### config.mk
export PLATFORM = sky130hd
export DESIGN_NAME = uart_rx
export DESIGN_NICKNAME = d
export VERILOG_FILES = /design/src/rtl/uart_pkg.sv /design/src/rtl/sync_2ff.sv /design/src/rtl/uart_rx.sv
export SDC_FILE = /design/constraint.sdc
export NUM_CORES = 1
export LEC_CHECK = 0
export CAP_MARGIN = 30
export CORE_MARGIN = 10
export CORE_UTILIZATION = 50
export CTS_BUF_LIST = sky130_fd_sc_hd__clkbuf_2 sky130_fd_sc_hd__clkbuf_4 sky130_fd_sc_hd__clkbuf_8
export DETAILED_ROUTE_END_ITERATION = 8
export PLACE_DENSITY = 0.72
export REMOVE_ABC_BUFFERS = 1
export SETUP_SLACK_MARGIN = 0.5
export SYNTH_ARGS = -nofsm -noshare
export SYNTH_HDL_FRONTEND = slang
export SYNTH_SLANG_ARGS = --single-unit
### constraint.sdc
create_clock -name clk -period 2.3 [get_ports clk]
set_input_delay 0.345 -clock clk [delete_from_list [all_inputs] [get_ports clk]]
set_output_delay 0.345 -clock clk [all_outputs]
set_load 0.005 [all_outputs]
### src/rtl/uart_pkg.sv
// UART shared definitions: receiver state type, oversampling default and the
// mid-bit sample positions used for majority voting. Shared with the transmitter.
package uart_pkg;

    localparam int unsigned OVERSAMPLE_DEFAULT = 8;

    // Counter values at which a bit is sampled for the 2-of-3 vote
    localparam int unsigned MID_SAMPLES [3] = '{3, 4, 5};

    typedef enum logic [2:0] {
        StIdle,
        StStart,
        StData,
        StStop,
        StWaitIdle
    } uart_rx_state_t;

    // 2-of-3 majority
    function automatic logic maj3(input logic [2:0] s);
        return (s[0] & s[1]) | (s[0] & s[2]) | (s[1] & s[2]);
    endfunction

endpackage

### src/rtl/sync_2ff.sv
// Two-flop synchronizer for a single bit.
//   clk   : destination clock
//   rst_n : asynchronous active-low reset, loads RESET_VAL into both flops
//   d     : asynchronous input
//   q     : synchronized output (2 clk latency)
module sync_2ff #(
    parameter logic RESET_VAL = 1'b0
) (
    input  logic clk,
    input  logic rst_n,
    input  logic d,
    output logic q
);

    logic meta_q;

    always_ff @(posedge clk or negedge rst_n) begin
        if (!rst_n) begin
            meta_q <= RESET_VAL;
            q      <= RESET_VAL;
        end else begin
            meta_q <= d;
            q      <= meta_q;
        end
    end

endmodule

### src/rtl/uart_rx.sv
// UART receiver, 8N1-style framing (DATA_BITS data bits, no parity, 1 stop bit).
//   clk, rst_n  : clock, asynchronous active-low reset (released synchronously)
//   baud_tick   : one-clk enable at OVERSAMPLE x baud rate
//   rx          : serial line, idle high
//   rx_data     : last accepted byte
//   rx_valid    : rx_data holds an unconsumed byte; cleared by rx_valid && rx_ready
//   rx_ready    : consumer ready
//   busy        : receiver not idle
//   frame_err   : one-clk pulse when the stop bit votes low
//   overrun_err : one-clk pulse when a completed byte is dropped
module uart_rx
    import uart_pkg::*;
#(
    parameter int unsigned OVERSAMPLE = OVERSAMPLE_DEFAULT,
    parameter int unsigned DATA_BITS  = 8
) (
    input  logic                 clk,
    input  logic                 rst_n,
    input  logic                 baud_tick,
    input  logic                 rx,
    output logic [DATA_BITS-1:0] rx_data,
    output logic                 rx_valid,
    input  logic                 rx_ready,
    output logic                 busy,
    output logic                 frame_err,
    output logic                 overrun_err
);

    localparam int unsigned IDX_W = (DATA_BITS > 1) ? $clog2(DATA_BITS) : 1;
    localparam logic [2:0] CNT_LAST = 3'(OVERSAMPLE - 1);
    localparam logic [2:0] CNT_S0   = 3'(MID_SAMPLES[0]);
    localparam logic [2:0] CNT_S1   = 3'(MID_SAMPLES[1]);
    localparam logic [2:0] CNT_S2   = 3'(MID_SAMPLES[2]);
    localparam logic [IDX_W-1:0] IDX_LAST = IDX_W'(DATA_BITS - 1);

    logic rst_n_sync;
    logic rx_s;

    // Reset asserts asynchronously, deasserts two clk edges after rst_n rises
    sync_2ff #(.RESET_VAL(1'b0)) u_rst_sync (
        .clk   (clk),
        .rst_n (rst_n),
        .d     (1'b1),
        .q     (rst_n_sync)
    );

    sync_2ff #(.RESET_VAL(1'b1)) u_rx_sync (
        .clk   (clk),
        .rst_n (rst_n_sync),
        .d     (rx),
        .q     (rx_s)
    );

    uart_rx_state_t       state_q, state_d;
    logic [2:0]           cnt_q, cnt_d;
    logic [IDX_W-1:0]     idx_q, idx_d;
    logic [DATA_BITS-1:0] shift_q, shift_d;
    logic [2:0]           samp_q, samp_d;
    logic                 done_q, done_d;
    logic                 ferr_q, ferr_d;
    logic [DATA_BITS-1:0] data_q, data_d;
    logic                 valid_q, valid_d;
    logic                 ovr_q, ovr_d;
    logic                 handshake;

    always_ff @(posedge clk or negedge rst_n_sync) begin
        if (!rst_n_sync) begin
            state_q <= StIdle;
            cnt_q   <= '0;
            idx_q   <= '0;
            shift_q <= '0;
            samp_q  <= '0;
            done_q  <= 1'b0;
            ferr_q  <= 1'b0;
            data_q  <= '0;
            valid_q <= 1'b0;
            ovr_q   <= 1'b0;
        end else begin
            state_q <= state_d;
            cnt_q   <= cnt_d;
            idx_q   <= idx_d;
            shift_q <= shift_d;
            samp_q  <= samp_d;
            done_q  <= done_d;
            ferr_q  <= ferr_d;
            data_q  <= data_d;
            valid_q <= valid_d;
            ovr_q   <= ovr_d;
        end
    end

    // Frame FSM; every decision is qualified by baud_tick
    always_comb begin
        state_d = state_q;
        cnt_d   = cnt_q;
        idx_d   = idx_q;
        shift_d = shift_q;
        samp_d  = samp_q;
        done_d  = 1'b0;
        ferr_d  = 1'b0;
        if (baud_tick) begin
            if (cnt_q == CNT_S0) samp_d[0] = rx_s;
            if (cnt_q == CNT_S1) samp_d[1] = rx_s;
            if (cnt_q == CNT_S2) samp_d[2] = rx_s;
            unique case (state_q)
                StIdle: begin
                    if (!rx_s) begin
                        state_d = StStart;
                        cnt_d   = '0;
                    end
                end
                StStart: begin
                    if (cnt_q == CNT_LAST) begin
                        cnt_d = '0;
                        if (!maj3(samp_q)) begin
                            state_d = StData;
                            idx_d   = '0;
                        end else begin
                            state_d = StIdle;
                        end
                    end else begin
                        cnt_d = cnt_q + 3'd1;
                    end
                end
                StData: begin
                    if (cnt_q == CNT_LAST) begin
                        cnt_d   = '0;
                        shift_d = {maj3(samp_q), shift_q[DATA_BITS-1:1]};
                        if (idx_q == IDX_LAST) state_d = StStop;
                        else                   idx_d   = idx_q + 1'b1;
                    end else begin
                        cnt_d = cnt_q + 3'd1;
                    end
                end
                StStop: begin
                    // Decide at the last mid sample so a back-to-back start edge is not missed
                    if (cnt_q == CNT_S2) begin
                        cnt_d = '0;
                        if (maj3({rx_s, samp_q[1:0]})) begin
                            done_d  = 1'b1;
                            state_d = StIdle;
                        end else begin
                            ferr_d  = 1'b1;
                            shift_d = '0;
                            state_d = StWaitIdle;
                        end
                    end else begin
                        cnt_d = cnt_q + 3'd1;
                    end
                end
                StWaitIdle: begin
                    if (rx_s) state_d = StIdle;
                end
                default: state_d = StIdle;
            endcase
        end
    end

    // Output buffer: a completion coinciding with a handshake refills it without overrun
    always_comb begin
        handshake = valid_q & rx_ready;
        data_d    = data_q;
        valid_d   = valid_q;
        ovr_d     = 1'b0;
        if (handshake) valid_d = 1'b0;
        if (done_q) begin
            if (!valid_q || handshake) begin
                data_d  = shift_q;
                valid_d = 1'b1;
            end else begin
                ovr_d = 1'b1;
            end
        end
    end

    assign rx_data     = data_q;
    assign rx_valid    = valid_q;
    assign busy        = (state_q != StIdle);
    assign frame_err   = ferr_q;
    assign overrun_err = ovr_q;

endmodule

==> impl_metrics.tcl <==
set metrics [dict create \
    fin_crit_ns 1.75 \
    crit_start "idx_q[0]" \
    tns_ns 0 \
    die_h_um 76.6 \
    synthCells 132 \
    design_area_um2 1920 \
    cts_buffers 5 \
    cts_tree "built" \
    grt_pass1_wl_um 5110 \
    worstPathRequired_ns 2.53 \
    via_per_inst 5.33 \
    grt_usage_pct 10.7 \
    ios 17 \
    timing.final.crit_share_pct 76.2 \
    drc_errors 0 \
    synth-seq-cells 36 \
    crit_chain "ha_1 -> ha_1 -> nand2b_1 -> o22ai_1 -> nand3_1 -> mux2_2" \
    area_growth_pct 19.8 \
    swShare_pct 32.1 \
    critPathMaxStageDelay_ns 0.40 \
    p_seq_share_pct 52.2 \
    path_clk_slew_ns 0.10 \
    syn_area_um2 1600 \
    cp_common_cell "ha_1" \
    p_clk_share_pct 23.9 \
    initial_core_util_pct 52.5 \
    cp.depth 6 \
    arrival_ns 1.99 \
    first_global_vias 1096 \
    synth_edf_count 0 \
    worst_setup_path_start_kind "register" \
    max-vdd-ir-drop_uv 408 \
    dp_hpwl_um 2100 \
    status "complete, no violations" \
    switchingPower_w 0.000446 \
    ys_seq_area_share_pct 56.4 \
    synth.avg_cell_area_um2 12.1 \
    setup_viol 0 \
    drtAntennaViolNets 0 \
    cp_num_buf_inv 0 \
    cts_hold_buf 0 \
    drv_cap 0 \
    drt_iter0_drc 62 \
    finalNetCount 170 \
    drtPass1Iterations 5 \
    critPathMaxFanout 3 \
    rsz0062_at_grt "false" \
    port_buffers 16 \
    h-tree-depth 2 \
    antenna_cells 0 \
    die-width_um 76.6 \
    r2r_cells 6 \
    combPwrFrac_pct 23.9 \
    crit_path_top_delay_cell "dfrtp_1" \
    antenna_found_initial 0 \
    power_density_nw_per_um2 724 \
    grt_max_degree 35 \
    cts_sinks 36 \
    max_freq_mhz 571 \
    core_area_um2 3050 \
    holdWs_ns 0.152 \
    slew_violations 0 \
    drive_gt1_share_pct 20.9 \
    rr_startpoint "idx_q[0]" \
    path_class "register to register" \
    die_area_um2 5870 \
    clockBufferDepth 2 \
    cp-end-kind "register" \
    final-hold-violation-count 0 \
    overflow 0 \
    p_total_w 0.00139 \
    p_int_w 0.000942 \
    clockRootBuffer "clkbuf_4" \
    p_leak_nw 0.905 \
    skew_ns 0.0106 \
    insertion_delay_ns 0.35 \
    ys_async_sr_fraction_pct 100 \
    place_area_um2 1820 \
    vias 1077 \
    place_congestion 0.818 \
    fillers 265 \
    wl_um 3040 \
    crit_family "adder cells" \
    rows 20 \
    yosysWarnings 0 \
    hold_path.class "input port to async pin" \
    synth_cell_type_count 33 \
    wl_per_cell_um 15.0 \
    synthFlopType "dfrtp_1" \
]
[through the flow]
step | instances | util (%) | setup slack [ns]
2_1_floorplan | 129 | - | 0.769
3_3_place_gp | 191 | 59.5 | 0.396
3_5_place_dp | 191 | 59.5 | 0.281
4_1_cts | 202 | 62.3 | 0.504
5_1_grt | 202 | 62.8 | 0.467
6_report | 202 | 62.8 | 0.548
[kinds of logic (layout without fill, tap and decap cells)]
family	Yosys count	in the layout	share of synthesized area (%)
xor+xnor	1	1	0.547
flops	36	36	56.4
fa+ha+maj	10	10	7.58
mux	11	11	7.58
buf+inv	11	37	2.81
other cells	1	1	0.234
simple gates	33	33	9.84
compound gates	29	29	15.0
[power groups by stage]
stage / Clock [W] / Sequential [W] / Combinational (W)
after global routing: 0.000375 / 0.000733 / 0.000372
after global placement: 0 / 0.000733 / 0.000291
final: 0.000332 / 0.000725 / 0.000332
after CTS: 0.000348 / 0.000726 / 0.000319
after floorplan: 0 / 0.000755 / 0.000185
after detailed placement: 0 / 0.000736 / 0.000300
[sequential cells by signal (all words and copies together), names as in the netlist]
name               flops
done_q                 1
overrun_err            1
idx_q                  3
rx_data                8
u_rst_sync.q           1
rx_valid               1
u_rx_sync.q            1
state_q                3
samp_q                 3
shift_q                8
u_rst_sync.meta_q      1
cnt_q                  3
u_rx_sync.meta_q       1
frame_err              1
[final cells by class]
type	instances	area, µm²	share of cell area, %
flip-flops and latches	36	905	47.2
well taps	44	55.1	2.87
clock buffers	5	37.5	1.96
repair buffers	21	196	10.2
inverters	8	30.0	1.57
multi-input cells	85	676	35.2
clock inverters	3	18.8	0.978
[cell usage after synthesis (3+ instances only)]
library cell	instances	share of area [%]
o21ai_0	7	2.2
buf_2	3	0.94
a22o_2	3	1.9
nor2_1	4	0.94
ha_1	8	6.3
inv_1	8	1.9
mux2_2	9	6.3
nor3_1	3	0.94
dfrtp_1	34	53
nand2_1	15	3.5
nand2b_1	3	1.2
a22o_1	8	4.4
[cell usage in the layout (no fill, tap or decap), types with 2 or more instances in the layout]
cell              n
nand2b_1          3
nand3_1           2
a22o_2            3
dfstp_2           2
dfrtp_1          33
inv_1             8
buf_4             5
a22o_1            8
ha_1              8
mux2i_1           2
clkbuf_4          5
o21ai_0           7
clkinv_2          2
clkdlybuf4s50_1  15
o22ai_1           2
nor2_1            3
nor3_1            3
a21oi_1           2
mux2_2            9
nand2_1          15
a21o_1            2
[worst paths after layout]
kind,slack (ns),end
max reg2reg,0.55,idx_q[0]
max in group asynchronous,1.72,u_rx_sync.meta_q
max,0.55,idx_q[0]
min,0.15,u_rst_sync.meta_q
min in group clk,0.36,u_rst_sync.q
min reg2reg,0.25,state_q[1]
[routing by layer]
metal	global-route usage, %	routed length [µm]	vias up
met3	4.83	185	8
met4	6.13	50	0
li1	-	-	517
met1	12.1	1310	519
met5	0	0	-
met2	16.3	1490	33
[worst register-to-register path, delay by kind of cell, from the launching register on]
family          cells  cell delay [ns]
flops               1             0.40
fa+ha+maj           2             0.42
compound gates      1             0.18
mux                 1             0.30
simple gates        2             0.35
[repair_timing]
| item | CTS | global route |
|---|---|---|
| gates resized for setup | 4 | 2 |
| gates cloned | 0 | 0 |
| buffers inserted | 3 | 0 |
| pin swaps | 1 | 2 |
| endpoints found under the setup margin | 1 | 4 |
Power figures use the tool's default switching activity.
